### src/rtl/mem_arb_pkg.sv
// Shared types and widths for the two-master memory arbiter.
package mem_arb_pkg;

    localparam int ADDR_W = 8;
    localparam int DATA_W = 8;

    typedef enum logic [1:0] {
        IDLE   = 2'd0,
        ACCESS = 2'd1,
        RESP   = 2'd2
    } state_t;

endpackage

### src/rtl/arb2_pick.sv
// Combinational two-way picker: winner 0 selects m0, 1 selects m1.
module arb2_pick (
    input  logic [1:0] req,
    input  logic       last_grant,
    input  logic       rr_en,
    output logic       winner
);

    always_comb begin
        winner = 1'b0;
        case (req)
            2'b10:   winner = 1'b1;
            // On a tie, round-robin favours whoever was not served last.
            2'b11:   winner = rr_en ? ~last_grant : 1'b0;
            default: winner = 1'b0;
        endcase
    end

endmodule

### src/rtl/mem_arbiter.sv
// Arbitrates two masters onto one synchronous single-port memory.
// One access per three cycles: IDLE (arbitrate) -> ACCESS -> RESP.
module mem_arbiter
    import mem_arb_pkg::*;
#(
    parameter logic RR_EN = 1'b1
) (
    input  logic              clk,
    input  logic              rst_n,
    input  logic              m0_req,
    input  logic              m1_req,
    input  logic              m0_we,
    input  logic              m1_we,
    input  logic [ADDR_W-1:0] m0_addr,
    input  logic [ADDR_W-1:0] m1_addr,
    input  logic [DATA_W-1:0] m0_wdata,
    input  logic [DATA_W-1:0] m1_wdata,
    output logic              m0_gnt,
    output logic              m1_gnt,
    output logic              m0_rvalid,
    output logic              m1_rvalid,
    output logic [DATA_W-1:0] m0_rdata,
    output logic [DATA_W-1:0] m1_rdata,
    output logic [ADDR_W-1:0] mem_addr,
    output logic [DATA_W-1:0] mem_wdata,
    output logic              mem_we,
    input  logic [DATA_W-1:0] mem_rdata
);

    state_t            state, state_n;
    logic              last_grant, last_grant_n;
    logic              win, win_n;
    logic              we_q, we_q_n;
    logic              pick;
    logic              m0_gnt_n, m1_gnt_n;
    logic              m0_rvalid_n, m1_rvalid_n;
    logic [DATA_W-1:0] m0_rdata_n, m1_rdata_n;
    logic [ADDR_W-1:0] mem_addr_n;
    logic [DATA_W-1:0] mem_wdata_n;
    logic              mem_we_n;

    arb2_pick u_pick (
        .req        ({m1_req, m0_req}),
        .last_grant (last_grant),
        .rr_en      (RR_EN),
        .winner     (pick)
    );

    always_comb begin
        state_n      = state;
        last_grant_n = last_grant;
        win_n        = win;
        we_q_n       = we_q;
        m0_gnt_n     = 1'b0;
        m1_gnt_n     = 1'b0;
        m0_rvalid_n  = 1'b0;
        m1_rvalid_n  = 1'b0;
        m0_rdata_n   = m0_rdata;
        m1_rdata_n   = m1_rdata;
        mem_addr_n   = mem_addr;
        mem_wdata_n  = mem_wdata;
        mem_we_n     = 1'b0;
        case (state)
            IDLE: begin
                if (m0_req || m1_req) begin
                    win_n        = pick;
                    last_grant_n = pick;
                    we_q_n       = pick ? m1_we    : m0_we;
                    mem_addr_n   = pick ? m1_addr  : m0_addr;
                    mem_wdata_n  = pick ? m1_wdata : m0_wdata;
                    mem_we_n     = we_q_n;
                    m0_gnt_n     = ~pick;
                    m1_gnt_n     = pick;
                    state_n      = ACCESS;
                end
            end
            ACCESS: state_n = RESP;
            RESP: begin
                // mem_rdata reflects the address presented one cycle earlier.
                if (!we_q) begin
                    if (win) begin
                        m1_rdata_n  = mem_rdata;
                        m1_rvalid_n = 1'b1;
                    end else begin
                        m0_rdata_n  = mem_rdata;
                        m0_rvalid_n = 1'b1;
                    end
                end
                state_n = IDLE;
            end
            default: state_n = IDLE;
        endcase
    end

    always_ff @(posedge clk or negedge rst_n) begin
        if (!rst_n) begin
            state      <= IDLE;
            last_grant <= 1'b1;
            win        <= 1'b0;
            we_q       <= 1'b0;
            m0_gnt     <= 1'b0;
            m1_gnt     <= 1'b0;
            m0_rvalid  <= 1'b0;
            m1_rvalid  <= 1'b0;
            m0_rdata   <= '0;
            m1_rdata   <= '0;
            mem_addr   <= '0;
            mem_wdata  <= '0;
            mem_we     <= 1'b0;
        end else begin
            state      <= state_n;
            last_grant <= last_grant_n;
            win        <= win_n;
            we_q       <= we_q_n;
            m0_gnt     <= m0_gnt_n;
            m1_gnt     <= m1_gnt_n;
            m0_rvalid  <= m0_rvalid_n;
            m1_rvalid  <= m1_rvalid_n;
            m0_rdata   <= m0_rdata_n;
            m1_rdata   <= m1_rdata_n;
            mem_addr   <= mem_addr_n;
            mem_wdata  <= mem_wdata_n;
            mem_we     <= mem_we_n;
        end
    end

endmodule

### config.mk
export PLATFORM = sky130hd
export DESIGN_NAME = mem_arbiter
export DESIGN_NICKNAME = d
export VERILOG_FILES = /design/src/rtl/mem_arb_pkg.sv /design/src/rtl/arb2_pick.sv /design/src/rtl/mem_arbiter.sv
export SDC_FILE = /design/constraint.sdc
export NUM_CORES = 1
export LEC_CHECK = 0
export BUFFER_PORTS_ARGS = -buffer_cell sky130_fd_sc_hd__buf_2
export CORE_UTILIZATION = 49
export DETAILED_ROUTE_END_ITERATION = 6
export PLACE_DENSITY = 0.84
export SLEW_MARGIN = 40
export SYNTH_ARGS = -nofsm -noshare
export SYNTH_HDL_FRONTEND = slang
export SYNTH_HIERARCHICAL = 1
export SYNTH_SLANG_ARGS = --single-unit
### constraint.sdc
create_clock -name clk -period 2.91 [get_ports clk]
set_input_delay 0.4365 -clock clk [delete_from_list [all_inputs] [get_ports clk]]
set_output_delay 0.4365 -clock clk [all_outputs]
set_load 0.03 [all_outputs]
==> impl_metrics.tcl, run 1 <==
set metrics [dict create \
    post_cts_buffers 0 \
    yosys_warnings 6 \
    slew_viol_final 0 \
    die_w_um 61.7 \
    fin_skew_ps 6.44 \
    ant_nets 0 \
    hold_path.class "in -> async" \
    wl_per_cell_um 13.9 \
    path_clk_slew_ps 110 \
    setup_viol 0 \
    dp.final_hpwl_um 2610 \
    wirelength_um 3390 \
    max-vdd-ir-drop_mv 0.574 \
    synth_fp_nets 157 \
    start_util 0.516 \
    outcome "completed" \
    overflow 0 \
    hold_viol 0 \
    fin_setup_tns_ps 0 \
    fin_crit_sh 0.628 \
    startpoint "state[0]" \
    drive_gt1_frac 0.737 \
    clk_latency_ps 340 \
    cts-buffers-inserted 5 \
    path_class "reg -> reg" \
    cp_data_arrival_time_ps 2060 \
    rsz0062_at_grt "no" \
    rows 21 \
    ys_seq_area_frac 0.602 \
    synth_compound_area_frac 0.00859 \
    placement.io_buffers 82 \
    post_synth_xor_area_fraction 0 \
    crit_path_top_delay_cell "nor3_2" \
    antenna_cells 0 \
    muxShareOfSynthArea 0.328 \
    drtPass1Iterations 4 \
    worst_pin_slew_ps 649 \
    synth_top_family_by_area "multiplexers" \
    timing.rr.start "state[0]" \
    fin_crit_ps 1830 \
    leakagePower_nw 1.12 \
    power_density_nw_per_um2 1130 \
    tritoncts "done" \
    path_delay_family "simple AND/OR/NAND/NOR gates" \
    vias_per_cell 4.93 \
    cpPeakStageDelay_ps 570 \
    cts_root_buf "clkbuf_4" \
    cp_cell_sequence "nor3_2 > buf_4 > mux2_2" \
    max_freq_ghz 0.547 \
    grt_first_pass_wirelength_um 5100 \
    synthAdderAreaFrac 0 \
    synth.distinct_cells 18 \
    coreArea_um2 3390 \
    io_pins 83 \
    max_cap_viol_count 0 \
    crit_path_max_fanout 13 \
    synth-simple-area-share 0.0437 \
    antenna_found_initial 0 \
    postSynthCellCount 111 \
    syn_area_per_cell_um2 15.7 \
    dieArea_um2 3810 \
    ctsHoldBuffers 0 \
    relSlewSlack 0.565 \
    grt_pass1_vias 1179 \
    drc 0 \
    critPathLaunchType "register" \
    total_power_w 0.00259 \
    syn2layout_area_growth_pct 30.4 \
    num-nets-final 243 \
    cts_repair_resize_count 0 \
    ys_seq_elements 42 \
    die_h_um 61.7 \
    clock_path_buffers 2 \
    gp_congestion 0.734 \
    grt_max_degree 43 \
    netlist_area_um2 1750 \
    end_kind "register" \
    cts_max_level 2 \
    grt_use_total 0.190 \
    critical_path_buf_inv_count 1 \
    cts_sinks 42 \
    critPathRequiredTime_ps 3140 \
    vias 1204 \
    dr.first_iter.drc_count 12 \
]
==> registers in the layout, summed over array words and instances, names as in the netlist <==
signal,flops
win,1
mem_addr,8
we_q,1
state,2
mem_wdata,8
m0_rdata,8
m0_rvalid,1
m0_gnt,1
m1_rdata,8
m1_gnt,1
mem_we,1
last_grant,1
m1_rvalid,1
==> cell usage in the layout (no fill, tap or decap) <==
master	count
o21bai_1	1
and2_1	1
nor4b_4	1
mux2_2	50
clkbuf_8	1
buf_2	81
nor4_1	2
buf_4	3
inv_1	1
mux2i_1	1
clkbuf_4	5
nor3_2	1
and4bb_2	1
dfrtp_1	41
conb_1	1
clkbuf_1	1
dfstp_2	1
a21boi_2	1
nor2_1	1
nand2b_1	1
clkinv_2	1
nor2b_1	1
==> kinds of logic after synthesis <==
family          after synthesis
compound gates                2
buf+inv                       6
flops                        42
mux                          51
other cells                   1
simple gates                  9
==> final cells by class <==
type                            count  area (um2)
Inverter                            1        3.75
Multi-Input combinational cell     63         677
Sequential cell                    42        1050
Fill cell                         267        1110
Timing Repair Buffer               84         428
Clock inverter                      1        5.00
Tap cell                           46        57.6
Clock buffer                        7        55.1
==> Yosys cell counts <==
cell / count / area [um2]
o21bai_1: 1 / 7.51
mux2i_1: 1 / 10.0
nor2b_1: 1 / 6.26
nor3_1: 1 / 5.00
a21boi_1: 1 / 7.51
conb_1: 1 / 3.75
mux2_2: 50 / 563
dfrtp_1: 41 / 1030
inv_1: 1 / 3.75
and4bb_2: 1 / 12.5
dfstp_2: 1 / 26.3
nand2b_1: 1 / 6.26
nor4b_4: 1 / 23.8
nor4_1: 2 / 12.5
buf_2: 4 / 20.0
nor2_1: 1 / 3.75
clkbuf_1: 1 / 3.75
and2_1: 1 / 6.26
==> power by group <==
part	total [W]	switching, W	internal [W]
Sequential	0.00102	0.000158	0.000864
Clock	0.000289	0.000171	0.000117
Combinational	0.00128	0.000772	0.000503
==> routing by layer <==
layer  wire length, um  up-vias  global-route usage
met3               216       10              0.0476
met5                 0        -                   0
li1                  -      571                   -
met1              1340      567               0.200
met4                85        0              0.0889
met2              1750       56               0.355
==> path summary, 6_finish.rpt <==
| path | endpoint | slack [ps] | cells past startpoint |
|---|---|---|---|
| max | mem_addr[1] | 1080 | 3 |
| min | mem_addr[5] | 60 | 1 |
| max reg2reg | mem_addr[1] | 1080 | 3 |
| min reg2reg | mem_wdata[3] | 510 | 1 |
| max in group asynchronous | last_grant | 2490 | 1 |
| min in group clk | m0_rdata[5] | 330 | 2 |
==> stage by stage <==
stage | instance area, um2 | instances | utilization | worst slack [ps] | hold slack [ps]
2_1_floorplan | 1750 | 111 | - | 1150 | 141
3_3_place_gp | 2220 | 236 | 0.654 | 1090 | 485
3_5_place_dp | 2220 | 236 | 0.654 | 1020 | 446
4_1_cts | 2280 | 244 | 0.672 | 1050 | 57.0
5_1_grt | 2280 | 244 | 0.672 | 989 | 86.7
6_report | 2280 | 244 | 0.672 | 1080 | 58.5
Note: power is estimated with default switching activity, not from simulation.
==> run 2: changes to the inputs <==
- ABC_AREA: default -> 1
- CORE_UTILIZATION: 49 -> 46
- PLACE_DENSITY: 0.84 -> 0.78
- clock period: 2.91 -> 1.7 ns (I/O delays scaled with it)
==> run 2 against run 1 <==
  * Critical path depth grew 5
  * Register-to-register slack lost 840 ps
  * Highest routed layer unchanged
  * Synthesized cell count increased by 110%
  * Combinational power rose by 73%
  * Die area increased by 13%
  * Clock skew is 1.4 ps higher
  * Largest power group unchanged
==> impl_metrics.tcl, run 2 <==
set metrics [dict create \
    fill_cells 333 \
    end_kind "register" \
    layout_common_cells "144 x nand2_1, 82 x buf_2, 41 x dfrtp_1, 17 x nand3_1, 11 x inv_1" \
    hold_path.class "in -> reg" \
    dieArea_um2 4300 \
    vias_per_cell 4.57 \
    placement.io_buffers 82 \
    outcome "completed" \
    synth.most_common_cell "nand2_1" \
    ys_seq_area_frac 0.566 \
    synth_fp_nets 282 \
    cts_root_buf "clkbuf_8" \
    netlist_area_um2 1860 \
    place_inst 363 \
    drtPass1Iterations 4 \
    grt_max_degree 23 \
    rows 22 \
    synth_edf_count 0 \
    path_clk_slew_ps 80 \
    cts-buffers-inserted 5 \
    rsz0062_at_grt "no" \
    synth.largest_area_cell "dfrtp_1" \
    fin_cells 372 \
    antenna_found_initial 0 \
    leakagePower_nw 1.52 \
    worst_slack_ps 247 \
    num-nets-final 369 \
    final_common_cell "nand2_1" \
    gp_congestion 0.739 \
    grt_use_total 0.204 \
    ant_nets 0 \
    setup_viol 0 \
    post-route-util 0.647 \
    overflow 0 \
    start_util 0.493 \
    wirelength_um 3900 \
    tritoncts "done" \
    ys_seq_elements 42 \
    cp_data_arrival_time_ps 1640 \
    syn_area_per_cell_um2 7.88 \
    max_freq_ghz 0.688 \
    hold_viol 0 \
    cts_sinks 42 \
    synth.distinct_cells 15 \
    fin_skew_ps 7.81 \
    slew_viol_final 0 \
    drc 0 \
    vias 1701 \
    fin_crit_ps 1450 \
    clock_path_buffers 2 \
    path_class "reg -> reg" \
    synth_top_area_frac 0.551 \
    pre_cts_slack_ps 250 \
    cts_max_level 2 \
    grt_first_pass_wirelength_um 6590 \
    die_w_um 65.6 \
    wl_per_cell_um 10.5 \
    coreArea_um2 3770 \
    grt_pass1_vias 1490 \
    syn2layout_area_growth_pct 31.1 \
    postSynthCellCount 236 \
    crit_path_max_fanout 17 \
    drive_gt1_frac 0.315 \
    post_cts_buffers 0 \
    max_cap_viol_count 0 \
    critPathRequiredTime_ps 1880 \
    io_pins 83 \
    fin_crit_sh 0.855 \
    power_density_nw_per_um2 1920 \
    dr.first_iter.drc_count 98 \
    fin_setup_tns_ps 0 \
    yosys_warnings 6 \
    max-vdd-ir-drop_mv 0.926 \
    dp.final_hpwl_um 2940 \
    die_h_um 65.6 \
    synth_common_cells "144 x nand2_1, 41 x dfrtp_1, 17 x nand3_1, 11 x inv_1" \
    yosys-top-cells-area "dfrtp_1 55%, nand2_1 29%, nand3_1 4.6%" \
    clk_latency_ps 280 \
    antenna_cells 0 \
    critPathLaunchType "register" \
    synthArstFlopShare 1.00 \
    total_power_w 0.00469 \
    synthFlopType "dfrtp_1" \
]
[run 2: critical path, cell delays in order (launching register included)]
cell and delay (ps):
dfstp_2 380, nor2_2 100, nand2_1 50, nand2_1 70, clkinv_1 370, nand2_1 180
nand2_1 80, nand2_1 60, nand2_1 40
[run 2: worst paths after layout]
path | start | end | slack [ps] | cells past startpoint
min in group asynchronous | rst_n | m1_rdata[6] | 450 | 2
max in group asynchronous | rst_n | last_grant | 690 | 3
worst min register to register | m0_rdata[6] | m0_rdata[6] | 470 | 2
worst min-delay path | mem_rdata[4] | m1_rdata[4] | 230 | 3
worst max-delay path | last_grant | mem_wdata[5] | 250 | 8
worst max register to register | last_grant | mem_wdata[5] | 250 | 8
[run 2: per-stage QoR]
stage	hold slack [ps]	instance area, um2
after CTS	215	2440
after global routing	223	2440
final	225	2440
after detailed placement	237	2320
after floorplan	-40.6	1860
after global placement	238	2320
[run 2: power breakdown]
| group | internal, W | total (W) | leakage, nW | switching [W] |
|---|---|---|---|---|
| Combinational | 0.000629 | 0.00222 | 0.943 | 0.00159 |
| Sequential | 0.00146 | 0.00172 | 0.522 | 0.000257 |
| Clock | 0.000439 | 0.000752 | 0.0524 | 0.000313 |
[run 2: logic make-up after synthesis]
logic type	Yosys count	share of synthesized area
DFF	42	0.566
other	1	0.00202
buffers and inverters	20	0.0531
and+or+nand+nor	173	0.379
[run 2: cell type report]
| type | instances | area [um2] | share of cell area |
|---|---|---|---|
| Clock buffer | 7 | 76.3 | 0.0313 |
| Sequential cell | 42 | 1050 | 0.431 |
| Clock inverter | 1 | 30.0 | 0.0123 |
| Inverter | 13 | 48.8 | 0.0200 |
| Timing Repair Buffer | 87 | 463 | 0.190 |
| Multi-Input combinational cell | 174 | 709 | 0.291 |
| Tap cell | 48 | 60.1 | 0.0246 |
[run 2: what timing repair did]
action                    CTS  global route
gates resized for setup     0             0
hold buffers                1             0
hold endpoints to repair   20             0
[run 2: routing by layer]
metal	track usage	routed length (um)
met1	0.277	1870
met2	0.323	1700
met4	0.0489	42
met5	0	0
met3	0.0556	291
==> run 3: changes to the inputs <==
- ABC_AREA: 1 -> 0
- CORE_UTILIZATION: 46 -> 49
- PLACE_DENSITY: 0.78 -> 0.84
- clock period: 1.7 -> 1.81 ns (I/O delays scaled with it)
==> run 3 against run 2 <==
  * Wire length shrank 13%
  * Clock power shrank 38%
  * Clock-buffer cell count is the same
  * Core utilization grew 3.8 points
  * Clock skew shrank 0.80 ps
  * Non-clock buffer count grew 1
  * Worst hold slack lost 58 ps
  * Fmax shrank 17%
  * Critical path depth shrank 3
  * First-iteration DRC count shrank 77%
  * Worst setup slack lost 180 ps
  * Critical path type unchanged
  * Largest power group unchanged
==> impl_metrics.tcl, run 3 (synthesized netlist as in run 1, its figures left out) <==
set metrics [dict create \
    path_clk_slew_ps 110 \
    fin_area_um2 2320 \
    drtPass1Iterations 3 \
    wirelength_um 3410 \
    place_inst 239 \
    die_w_um 61.7 \
    antenna_cells 0 \
    layout_common_cells "82 x buf_2, 50 x mux2_2, 41 x dfrtp_1, 5 x clkbuf_4, 4 x buf_4" \
    overflow 0 \
    end_kind "register" \
    outcome "completed" \
    worst_slack_ps 69.2 \
    ant_nets 0 \
    cpPeakStageDelay_ps 380 \
    fill_cells 256 \
    post_cts_buffers 0 \
    setup_viol 0 \
    max_freq_ghz 0.574 \
    cts_max_level 2 \
    seq_area_um2 1050 \
    clk_latency_ps 340 \
    grt_max_degree 43 \
    grt_use_total 0.198 \
    gp_congestion 0.676 \
    die_h_um 61.7 \
    fin_crit_ps 1740 \
    reg2reg_depth 5 \
    placement.io_buffers 82 \
    grt_pass1_vias 1231 \
    dr.first_iter.drc_count 23 \
    path_class "reg -> reg" \
    cpMostUsedCell "mux2_2" \
    dp.final_hpwl_um 2590 \
    slew_viol_final 0 \
    crit_path_max_fanout 19 \
    worst_pin_slew_ps 503 \
    fin_setup_tns_ps 0 \
    io_pins 83 \
    vias_per_cell 4.92 \
    max-vdd-ir-drop_mv 1.17 \
    wl_per_cell_um 13.8 \
    leakagePower_nw 1.14 \
    coreArea_um2 3390 \
    cp_cell_sequence "nand2b_1 > a21boi_2 > buf_12 > mux2_2 > mux2_2" \
    met2_usage 0.350 \
    start_util 0.516 \
    rsz0062_at_grt "no" \
    power_density_nw_per_um2 1810 \
    reg2reg_slack_ps 70 \
    relSlewSlack 0.665 \
    clock_path_buffers 2 \
    min_delay_worst_endpoint "m1_rdata[5]" \
    met3_usage 0.0518 \
    rows 21 \
    cts_sinks 42 \
    cp_data_arrival_time_ps 1970 \
    multi_input_area_um2 677 \
    hp-start "mem_rdata[5]" \
    timing.rr.start "last_grant" \
    num-nets-final 247 \
    drive_gt1_frac 0.738 \
    grt-busiest-layer "met2" \
    cts-buffers-inserted 5 \
    crit_path_top_delay_cell "dfstp_2" \
    final_common_cell "buf_2" \
    met1_usage 0.221 \
    total_power_w 0.00420 \
    dpl_cell_area_um2 2250 \
    dieArea_um2 3810 \
    ctsHoldBuffers 1 \
    critPathRequiredTime_ps 2040 \
    pre_cts_slack_ps 103 \
    hold_depth 2 \
    cts_root_buf "clkbuf_4" \
    grt_first_pass_wirelength_um 5260 \
    critPathLaunchType "register" \
    r2r-end "mem_addr[6]" \
    vias 1219 \
    drc 0 \
    tritoncts "done" \
    fin_skew_ps 7.01 \
    fin_cells 248 \
    max_cap_viol_count 0 \
    hold_path.class "in -> reg" \
    syn2layout_area_growth_pct 32.8 \
    fin_crit_sh 0.962 \
    cts_repair_resize_count 0 \
    hold_viol 0 \
    antenna_found_initial 0 \
]
==> run 3: cell count changes in the layout (fill, tap and decap cells not counted), sizes merged, moves of 2 or more <==
| cell | delta |
|---|---|
| inv | -11 |
| nor4 | +2 |
| nand3 | -17 |
| nand2 | -147 |
| nor2 | -8 |
| mux2 | +50 |
==> run 3: worst max-delay path by stage <==
| stage | startpoint | end | slack (ps) | cells after the start |
|---|---|---|---|---|
| global placement | last_grant | mem_addr[2] | 180 | 5 |
| global route | last_grant | mem_addr[3] | 7 | 5 |
| floorplan | last_grant | mem_addr[0] | 50 | 5 |
| CTS | last_grant | mem_addr[6] | 90 | 5 |
| finish | last_grant | mem_addr[6] | 70 | 5 |
| detailed placement | last_grant | mem_addr[0] | 100 | 5 |
==> run 3: per-stage QoR <==
step | util | hold WS [ps]
after global routing | 0.685 | 144
after detailed placement | 0.664 | 364
after CTS | 0.685 | 150
after floorplan | - | -24.1
final | 0.685 | 167
after global placement | 0.664 | 353
==> run 3: layer usage <==
| metal | wire length, um | vias up |
|---|---|---|
| li1 | - | 574 |
| met1 | 1370 | 587 |
| met2 | 1770 | 52 |
| met3 | 228 | 6 |
| met4 | 44 | 0 |
| met5 | 0 | - |
==> run 3: power breakdown <==
| group | total, W | switching, W | internal (W) | leakage (nW) |
|---|---|---|---|---|
| Clock | 0.000467 | 0.000278 | 0.000189 | 0.0353 |
| Combinational | 0.00209 | 0.00125 | 0.000838 | 0.600 |
| Sequential | 0.00164 | 0.000248 | 0.00139 | 0.507 |
| Total | 0.00420 | 0.00178 | 0.00242 | 1.14 |
==> run 3: area by class of cell <==
class,instances,area share
Clock buffer,7,0.0237
Inverter,1,0.00162
Multi-Input combinational cell,63,0.292
Tap cell,46,0.0248
Timing Repair Buffer,88,0.203
Clock inverter,1,0.00216
Sequential cell,42,0.453
==> run 3: critical path, delay by kind of cell (launching register included) <==
family / cells / cell delay [ps]
AOI/OAI and AO/OA: 1 / 280
buffers and inverters: 1 / 200
DFF: 1 / 380
muxes: 2 / 610
and+or+nand+nor: 1 / 150
